[src/rtl/seq_mult_pkg.sv]
// Shared types and helpers for the iterative shift-add multiplier.
// Helpers work at the widest legal width; callers size-cast to their own width.
package seq_mult_pkg;

   localparam int MAX_W  = 64;
   localparam int MAX_PW = 2 * MAX_W;

   typedef enum logic [1:0] {
      IDLE = 2'd0,
      RUN  = 2'd1,
      DONE = 2'd2
   } state_t;

   function automatic int cnt_width(input int w);
      return $clog2(w + 1);
   endfunction

   // Negation modulo 2^MAX_W keeps the low bits correct for any narrower operand.
   function automatic logic [MAX_W-1:0] abs_val(input logic [MAX_W-1:0] x, input logic neg);
      return neg ? (~x + MAX_W'(1)) : x;
   endfunction

   function automatic logic [MAX_PW-1:0] neg_val(input logic [MAX_PW-1:0] x, input logic neg);
      return neg ? (~x + MAX_PW'(1)) : x;
   endfunction

endpackage

[src/rtl/seq_mult_signfix.sv]
// Sign handling around the unsigned core: operand magnitudes at capture,
// conditional two's-complement negate of the final accumulator at writeback.
module seq_mult_signfix
   import seq_mult_pkg::*;
#(
   parameter int WIDTH = 16
) (
   input  logic               i_signed,
   input  logic [WIDTH-1:0]   i_a,
   input  logic [WIDTH-1:0]   i_b,
   input  logic               i_neg,
   input  logic [2*WIDTH-1:0] i_acc,
   output logic [WIDTH-1:0]   o_mag_a,
   output logic [WIDTH-1:0]   o_mag_b,
   output logic               o_neg,
   output logic [2*WIDTH-1:0] o_result
);

   localparam int PW = 2 * WIDTH;

   logic w_neg_a;
   logic w_neg_b;

   assign w_neg_a  = i_signed & i_a[WIDTH-1];
   assign w_neg_b  = i_signed & i_b[WIDTH-1];

   // -2^(WIDTH-1) maps to 2^(WIDTH-1), which still fits as an unsigned magnitude.
   assign o_mag_a  = WIDTH'(abs_val(MAX_W'(i_a), w_neg_a));
   assign o_mag_b  = WIDTH'(abs_val(MAX_W'(i_b), w_neg_b));
   assign o_neg    = w_neg_a ^ w_neg_b;
   assign o_result = PW'(neg_val(MAX_PW'(i_acc), i_neg));

endmodule

[src/rtl/seq_mult.sv]
// Iterative shift-add WIDTH x WIDTH multiplier, unsigned or two's-complement
// per operation, with ready/valid handshakes on input and output.
//
//   state | meaning
//   IDLE  | waiting for operands, in_ready high
//   RUN   | one shift-add iteration per cycle
//   DONE  | product presented, waiting for out_ready
module seq_mult
   import seq_mult_pkg::*;
#(
   parameter int WIDTH     = 16,
   parameter bit ZERO_SKIP = 1'b1
) (
   input  logic               clk,
   input  logic               rst,
   input  logic               in_valid,
   output logic               in_ready,
   input  logic [WIDTH-1:0]   a,
   input  logic [WIDTH-1:0]   b,
   input  logic               signed_mode,
   output logic               out_valid,
   input  logic               out_ready,
   output logic [2*WIDTH-1:0] product,
   output logic               busy
);

   localparam int            CW       = cnt_width(WIDTH);
   localparam logic [CW-1:0] LAST_CNT = CW'(WIDTH - 1);

   state_t             r_state;
   state_t             w_state_nxt;
   logic [WIDTH-1:0]   r_mcand;
   logic [2*WIDTH-1:0] r_mplier;
   logic [2*WIDTH-1:0] r_acc;
   logic [2*WIDTH-1:0] r_product;
   logic [CW-1:0]      r_cnt;
   logic               r_neg;
   logic               r_zero;

   logic [WIDTH-1:0]   w_mag_a;
   logic [WIDTH-1:0]   w_mag_b;
   logic               w_neg;
   logic [2*WIDTH-1:0] w_acc_nxt;
   logic [2*WIDTH-1:0] w_result;
   logic               w_start;
   logic               w_last;

   seq_mult_signfix #(
      .WIDTH (WIDTH)
   ) u_signfix (
      .i_signed (signed_mode),
      .i_a      (a),
      .i_b      (b),
      .i_neg    (r_neg),
      .i_acc    (w_acc_nxt),
      .o_mag_a  (w_mag_a),
      .o_mag_b  (w_mag_b),
      .o_neg    (w_neg),
      .o_result (w_result)
   );

   assign w_acc_nxt = r_mcand[0] ? (r_acc + r_mplier) : r_acc;
   assign w_last    = (r_cnt == LAST_CNT) || (ZERO_SKIP && r_zero);
   assign product   = r_product;

   always_ff @(posedge clk or posedge rst) begin
      if (rst) begin
         r_state <= IDLE;
      end else begin
         r_state <= w_state_nxt;
      end
   end

   always_comb begin
      w_state_nxt = r_state;
      w_start     = 1'b0;
      in_ready    = 1'b0;
      out_valid   = 1'b0;
      busy        = 1'b1;
      case (r_state)
         IDLE: begin
            in_ready = 1'b1;
            busy     = 1'b0;
            if (in_valid) begin
               w_start     = 1'b1;
               w_state_nxt = RUN;
            end
         end
         RUN: begin
            if (w_last) begin
               w_state_nxt = DONE;
            end
         end
         DONE: begin
            out_valid = 1'b1;
            if (out_ready) begin
               w_state_nxt = IDLE;
            end
         end
         default: begin
            w_state_nxt = IDLE;
         end
      endcase
   end

   always_ff @(posedge clk or posedge rst) begin
      if (rst) begin
         r_mcand   <= '0;
         r_mplier  <= '0;
         r_acc     <= '0;
         r_product <= '0;
         r_cnt     <= '0;
         r_neg     <= 1'b0;
         r_zero    <= 1'b0;
      end else if (w_start) begin
         r_mcand  <= w_mag_a;
         r_mplier <= {{WIDTH{1'b0}}, w_mag_b};
         r_acc    <= '0;
         r_cnt    <= '0;
         r_neg    <= w_neg;
         r_zero   <= (w_mag_a == '0) || (w_mag_b == '0);
      end else if (r_state == RUN) begin
         r_acc    <= w_acc_nxt;
         r_mplier <= r_mplier << 1;
         r_mcand  <= r_mcand >> 1;
         r_cnt    <= r_cnt + CW'(1);
         // Product only changes on the final iteration so partial sums never appear.
         if (w_last) begin
            r_product <= w_result;
         end
      end
   end

endmodule

[config.mk]
export PLATFORM = sky130hd
export DESIGN_NAME = seq_mult
export DESIGN_NICKNAME = d
export VERILOG_FILES = /design/src/rtl/seq_mult_pkg.sv /design/src/rtl/seq_mult_signfix.sv /design/src/rtl/seq_mult.sv
export SDC_FILE = /design/constraint.sdc
export NUM_CORES = 1
export LEC_CHECK = 0
export BUFFER_PORTS_ARGS = -buffer_cell sky130_fd_sc_hd__buf_2
export CAP_MARGIN = 40
export CORE_ASPECT_RATIO = 0.6
export CORE_MARGIN = 2
export CORE_UTILIZATION = 55
export DETAILED_ROUTE_END_ITERATION = 10
export PLACE_DENSITY = 0.74
export SYNTH_ARGS = -nofsm -noshare
export SYNTH_HDL_FRONTEND = slang
export SYNTH_SLANG_ARGS = --single-unit
[constraint.sdc]
create_clock -name clk -period 7 [get_ports clk]
set_input_delay 0.35 -clock clk [delete_from_list [all_inputs] [get_ports clk]]
set_output_delay 0.35 -clock clk [all_outputs]
set_load 0.005 [all_outputs]
==> metrics, run 1 <==
clk_skew=0.0111 ns; antenna violations before repair=0; I/O Pins=72; WHS=0.0883 ns; Worst R2R Start=r_acc[3]; fin crit period=4.03 ns; die footprint=16,900 um2; global-route wire length before repair=39.2 mm; Reg clk slew, reported paths=0.06 ns; drt drc=0; Die Y-Extent=102 um; via count=8,352; Die Wd=167 um; Max-slew headroom=40.7%; Final Cell Area=9780 um2; worst reg2reg path endpoint=product[29]; critical path type=reg -> reg; crit path max fanout=8; final period utilization=57.6%; commonest non-fill, non-tap cell in the layout=nand2_1; Post-DP HPWL=17.1 mm; Critical Path Source=r_acc[3]; first-iteration detailed-routing DRC count=865; H-tree levels=4; GR Overflow Total=0; largest area contributor in the netlist=dfrtp_1; Mapped Nets=1,139; Antenna Cells=0; Final Max Slew Viols=0; Max VDD drop=590 uV; Power Density=476 nW/um2; post-CTS setup-driven buffer insertion count=0; Syn. warnings=0; filler cell count=1,354; Synth cell types=80; remaining antenna violation count=0; Post-synth EDFFs=0; synthesized area=8720 um2; leakage=4.25 nW; status=finished clean; Final Util=63.5%; Most used DFF post-synth=dfrtp_1; register bit total from synthesis=121; Vias/cell=6.34; vias in the first global route=7,444; Final Net Count=1,175; area grow syn2layout=12.2%; GRT Util Overall=28.8%; layout cells sized above 1=12.7%; Mapped Cells=1,065; ys async rst share=100%; GPL Wtd Cong=0.944; worst slew pin tran=0.886 ns; CP arrival=4.33 ns; CTS Hold Buffers Added=0; synth top area cells=dfrtp_1, o21ai_0, nand2_1; CP endpoint=product[29]; CP Launch Type=flip-flop; syn avg cell area=8.19 um2; post-synthesis sequential area ratio=34.7%; number of CTS-inserted buffers=17; worst-case clock buffer depth=2; clock root buffer master=clkbuf_16; MaxCap Viol Count=0; CP Capture Type=flip-flop; Clk Latency, worst-skew pair=0.42 ns; highest-count cells in the layout ignoring fill and taps=nand2_1, o21ai_0, dfrtp_1, buf_2, nor2_1; sum of negative setup slack=0 ns; CP required=7.30 ns; Pre-Repair DR Iteration Count=6; Final setup viols=0; DR WL/cell=18.2 um; Register-to-Register Path Depth=11; largest net degree at the start of global routing=67; Detailed Route WL=24.0 mm; fmax=248 MHz; Design Power=0.00465 W; top-area cell type share of the netlist area=34.7%; CTS tree=built; RSZ-0062 raised after global routing=false; IO Port Bufs=71; Starting Density=56.6%; row count=35; Placed Instance Area=9170 um2; clk sink count=121; post-CTS sizing=0; internal reg-to-reg setup slack=2.97 ns; core area=15,400 um2; Final Hold Vio Count=0; Hold/Removal Path Class=in -> async
## synth_stat cells (all sizes together), types with 6 or more instances
| library cell | number |
|---|---|
| nand3b | 6 |
| buf | 13 |
| inv | 21 |
| mux2i | 9 |
| o211ai | 11 |
| a22oi | 37 |
| or3 | 6 |
| o31ai | 12 |
| a31oi | 9 |
| a21o | 11 |
| nor2 | 61 |
| nand3 | 54 |
| and2 | 7 |
| xor2 | 17 |
| nor2b | 12 |
| a22o | 8 |
| nand2b | 10 |
| a21oi | 60 |
| nand4 | 26 |
| nor4 | 9 |
| nand2 | 154 |
| o21ai | 131 |
| nor3 | 26 |
| dfrtp | 121 |
| clkbuf | 52 |
| a211oi | 9 |
| and3 | 10 |
| xnor2 | 36 |
| ha | 36 |
| o21a | 7 |
## per-layer routing
metal	global-route usage [%]	part of all wire, %	vias to the layer above	routed length [um]
li1	-	-	4034	-
met1	44.9	49	3910	11700
met2	38.7	38	394	9100
met3	9.26	13	14	3050
met4	5.50	0.66	0	159
met5	0	0	-	0
## final cells by class
cell class	count	area, um2	share of cell area [%]
multi-input cells	858	5380	55.0
repair buffers	82	435	4.45
clock buffers	21	460	4.71
inverters	21	81.3	0.831
flip-flops and latches	121	3030	31.0
clock inverters	11	145	1.48
well taps	203	254	2.60
## worst min-delay path by stage
stage / start / to / slack (ns) / cells past startpoint
detailed placement: product[14] / product[14] / 0.47 / 2
global route: out_ready / r_state[1] / 0.13 / 2
floorplan: r_cnt[3] / r_cnt[3] / 0.45 / 1
CTS: rst / product[5] / 0.11 / 2
finish: rst / product[4] / 0.09 / 2
global placement: product[5] / product[5] / 0.46 / 2
## power by group
| group | internal (W) | switching [W] | total [W] |
|---|---|---|---|
| clock | 0.000578 | 0.000334 | 0.000913 |
| sequential | 0.000966 | 0.000238 | 0.00120 |
| combinational | 0.000890 | 0.00165 | 0.00254 |
| total | 0.00243 | 0.00222 | 0.00465 |
## logic make-up after synthesis
family | share of synthesized area, %
compound gates | 25.9
xor+xnor | 5.32
simple gates | 23.6
mux | 1.16
fa+ha+maj | 5.39
flops | 34.7
buf+inv | 3.87
## state kept, by name, summed over array words and instances (netlist names)
| name | flops |
|---|---|
| r_acc | 32 |
| r_mcand | 16 |
| product | 32 |
| r_neg | 1 |
| r_state | 2 |
| r_cnt | 5 |
| r_mplier | 32 |
| r_zero | 1 |
## critical path: stages, from the launching register on
cell and delay [ns]:
dfrtp_1 0.41, ha_1 0.44, o211ai_1 0.22, o211ai_1 0.42, a31oi_1 0.21, a2111oi_0 0.59, mux2i_1 0.31, o311ai_0 0.16
clkbuf_2 0.19, nor4_2 0.59, a311o_1 0.28, nand3_1 0.08
## through the flow
step                worst slack (ns)  instances
floorplan                       3.44       1065
global placement                3.16       1284
detailed placement              3.04       1284
CTS                             2.99       1316
global route                    2.66       1317
finish                          2.97       1317
Note: power is estimated with default switching activity, not from simulation.
==> run 2, diff against run 1 <==
Settings changed: PLACE_DENSITY 0.74 to 0.77.
Clock period 7 ns to 3.7 ns, I/O delays scaled along.
==> run 2 against run 1 <==
Effect of this change:
- setup slack got worse by 2.8 ns
- count of clock-buffer cells in the layout decreased by 1
- routed wire length grew 4.2%
==> metrics, run 2 (synthesis results as in run 1) <==
status=finished clean; non-filler cells, final=1,340 (+1.7%); Max-slew headroom=47.7% (+7.0 points); Hold/Removal Path Class=in -> reg; GPL Wtd Cong=1.03 (+8.8%); CTS tree=built; IO Port Bufs=71 (unchanged); crit path max fanout=6 (-2); commonest non-fill, non-tap cell in the layout=nand2_1; Placed Instance Area=9320 um2 (+1.6%); fmax=281 MHz (+13%); row count=35 (unchanged); worst-case clock buffer depth=2 (unchanged); H-tree levels=4 (unchanged); number of CTS-inserted buffers=17 (unchanged); clk sink count=121 (unchanged); Detailed Route WL=25.0 mm (+4.2%); vias in the first global route=7,688 (+3.3%); Top delay family on crit path=compound AO/OA/AOI/OAI gates; antenna violations before repair=0 (unchanged); CP required=4.05 ns (-3.25 ns); filler cell count=1,290 (-4.7%); RSZ-0062 raised after global routing=true; I/O Pins=72 (unchanged); first-iteration detailed-routing DRC count=1,078 (+25%); area grow syn2layout=14.9%; WP buf/inv=1 (unchanged); via count=8,600 (+3.0%); Antenna Cells=0 (unchanged); clk_skew=0.0150 ns (+0.00388 ns); routing usage on met3=9.11% (-0.16 points); remaining antenna violation count=0 (unchanged); Final Net Count=1,198 (+2.0%); Post-DP HPWL=17.8 mm (+4.3%); Reg clk slew, reported paths=0.06 ns (about the same); global-route wire length before repair=40.6 mm (+3.5%); die footprint=16,900 um2 (unchanged); Die Wd=167 um (unchanged); Pre-Repair DR Iteration Count=6 (unchanged); WHS=0.0570 ns (-0.0313 ns); crit-path max cell delay=0.42 ns (-0.17 ns); core area=15,400 um2 (unchanged); Final Max Slew Viols=0 (unchanged); final period utilization=96.2% (+39 points); critical path type=reg -> reg; Power Density=924 nW/um2 (+94%); largest net degree at the start of global routing=63 (-6.0%); fin crit period=3.56 ns (-0.470 ns); GR Overflow Total=0 (unchanged); Final setup viols=0 (unchanged); GRT Util Overall=30.1% (+1.3 points); CP Launch Type=flip-flop; leakage=4.36 nW (+2.5%); Die Y-Extent=102 um (unchanged); MaxCap Viol Count=0 (unchanged); M1 GR Usage=47.3% (+2.3 points); clock root buffer master=clkbuf_16; CP Capture Type=flip-flop; most used routing layer=met1; Max VDD drop=705 uV (+20%); DP Cell Count=1,304 (+1.6%); worst slew pin tran=0.785 ns (-0.101 ns); crit path max-delay cell type=dfrtp_1; highest-count cells in the layout ignoring fill and taps=nand2_1, o21ai_0, dfrtp_1, buf_2, nor2_1; DR WL/cell=18.7 um (+2.4%); Final Cell Area=10,000 um2 (+2.5%); Starting Density=56.6% (unchanged); drt drc=0 (unchanged); met2 usage=40.4% (+1.7 points); Final Hold Vio Count=0 (unchanged); Vias/cell=6.42 (+1.2%); Clk Latency, worst-skew pair=0.42 ns (about the same); crit-path cells=ha_1 -> o211ai_1 -> o21ai_2 -> a32o_1 -> or3_1 -> o311ai_2 -> nand4b_1 -> nor4_1 -> buf_4 -> a311o_1 -> nand3_1; layout cells sized above 1=15.2% (+2.6 points); CP arrival=3.91 ns (-0.42 ns)
==> run 2: worst min-delay path, cell delays in order <==
cell and delay (ns):
buf_2 0.12, a22oi_1 0.07, nand2_1 0.06
==> run 2: timing repair <==
| item | 4_1_cts | 5_1_grt |
|---|---|---|
| setup endpoints to repair | 1 | 16 |
| hold buffers | 2 | 0 |
| cloned | 0 | 0 |
| pin swaps | 0 | 3 |
| endpoints found under the hold margin | 56 | 0 |
| buffers inserted | 0 | 2 |
| resized for setup | 1 | 15 |
==> run 2: report_power, final <==
| group | total [W] | switching, W | internal, W | leakage (nW) |
|---|---|---|---|---|
| Combinational | 0.00524 | 0.00332 | 0.00192 | 2.49 |
| Clock | 0.00174 | 0.000646 | 0.00109 | 0.288 |
| Sequential | 0.00229 | 0.000462 | 0.00183 | 1.58 |
| Total | 0.00927 | 0.00443 | 0.00484 | 4.36 |
==> run 2: per-stage QoR <==
stage	total power, W	worst slack (ns)	util [%]	TNS, ns
6_report	0.00927	0.141	65.0	0
2_1_floorplan	0.00570	0.285	-	0
5_1_grt	0.00989	-0.0315	65.0	-0.0899
3_3_place_gp	0.00710	0.193	60.5	0
3_5_place_dp	0.00725	0.0644	60.5	0
4_1_cts	0.00905	0.0135	64.6	0
==> run 2: layout make-up <==
cell class                 count  area [um2]  share of cell area [%]
multi-input combinational    858        5440                    54.2
clock buffer                  20         457                    4.56
timing repair buffer         105         619                    6.18
clock inverter                12         149                    1.49
sequential                   121        3030                    30.2
inverter                      21        81.3                   0.811
tap                          203         254                    2.53
==> run 2: worst paths after layout <==
kind	startpoint	to	slack, ns	depth (start not counted)
worst max register to register	r_acc[2]	product[31]	0.14	11
max in group asynchronous	rst	r_mplier[27]	2.36	4
worst max-delay path	r_acc[2]	product[31]	0.14	11
min in group asynchronous	rst	r_acc[0]	0.43	3
worst min-delay path	a[0]	r_mcand[0]	0.06	3
worst min register to register	product[14]	product[14]	0.47	2
==> run 2: per-layer routing <==
layer,vias up,share of wire [%]
met2,444,39
met4,0,0.74
met3,29,12
met5,-,0
met1,4056,48
li1,4071,-
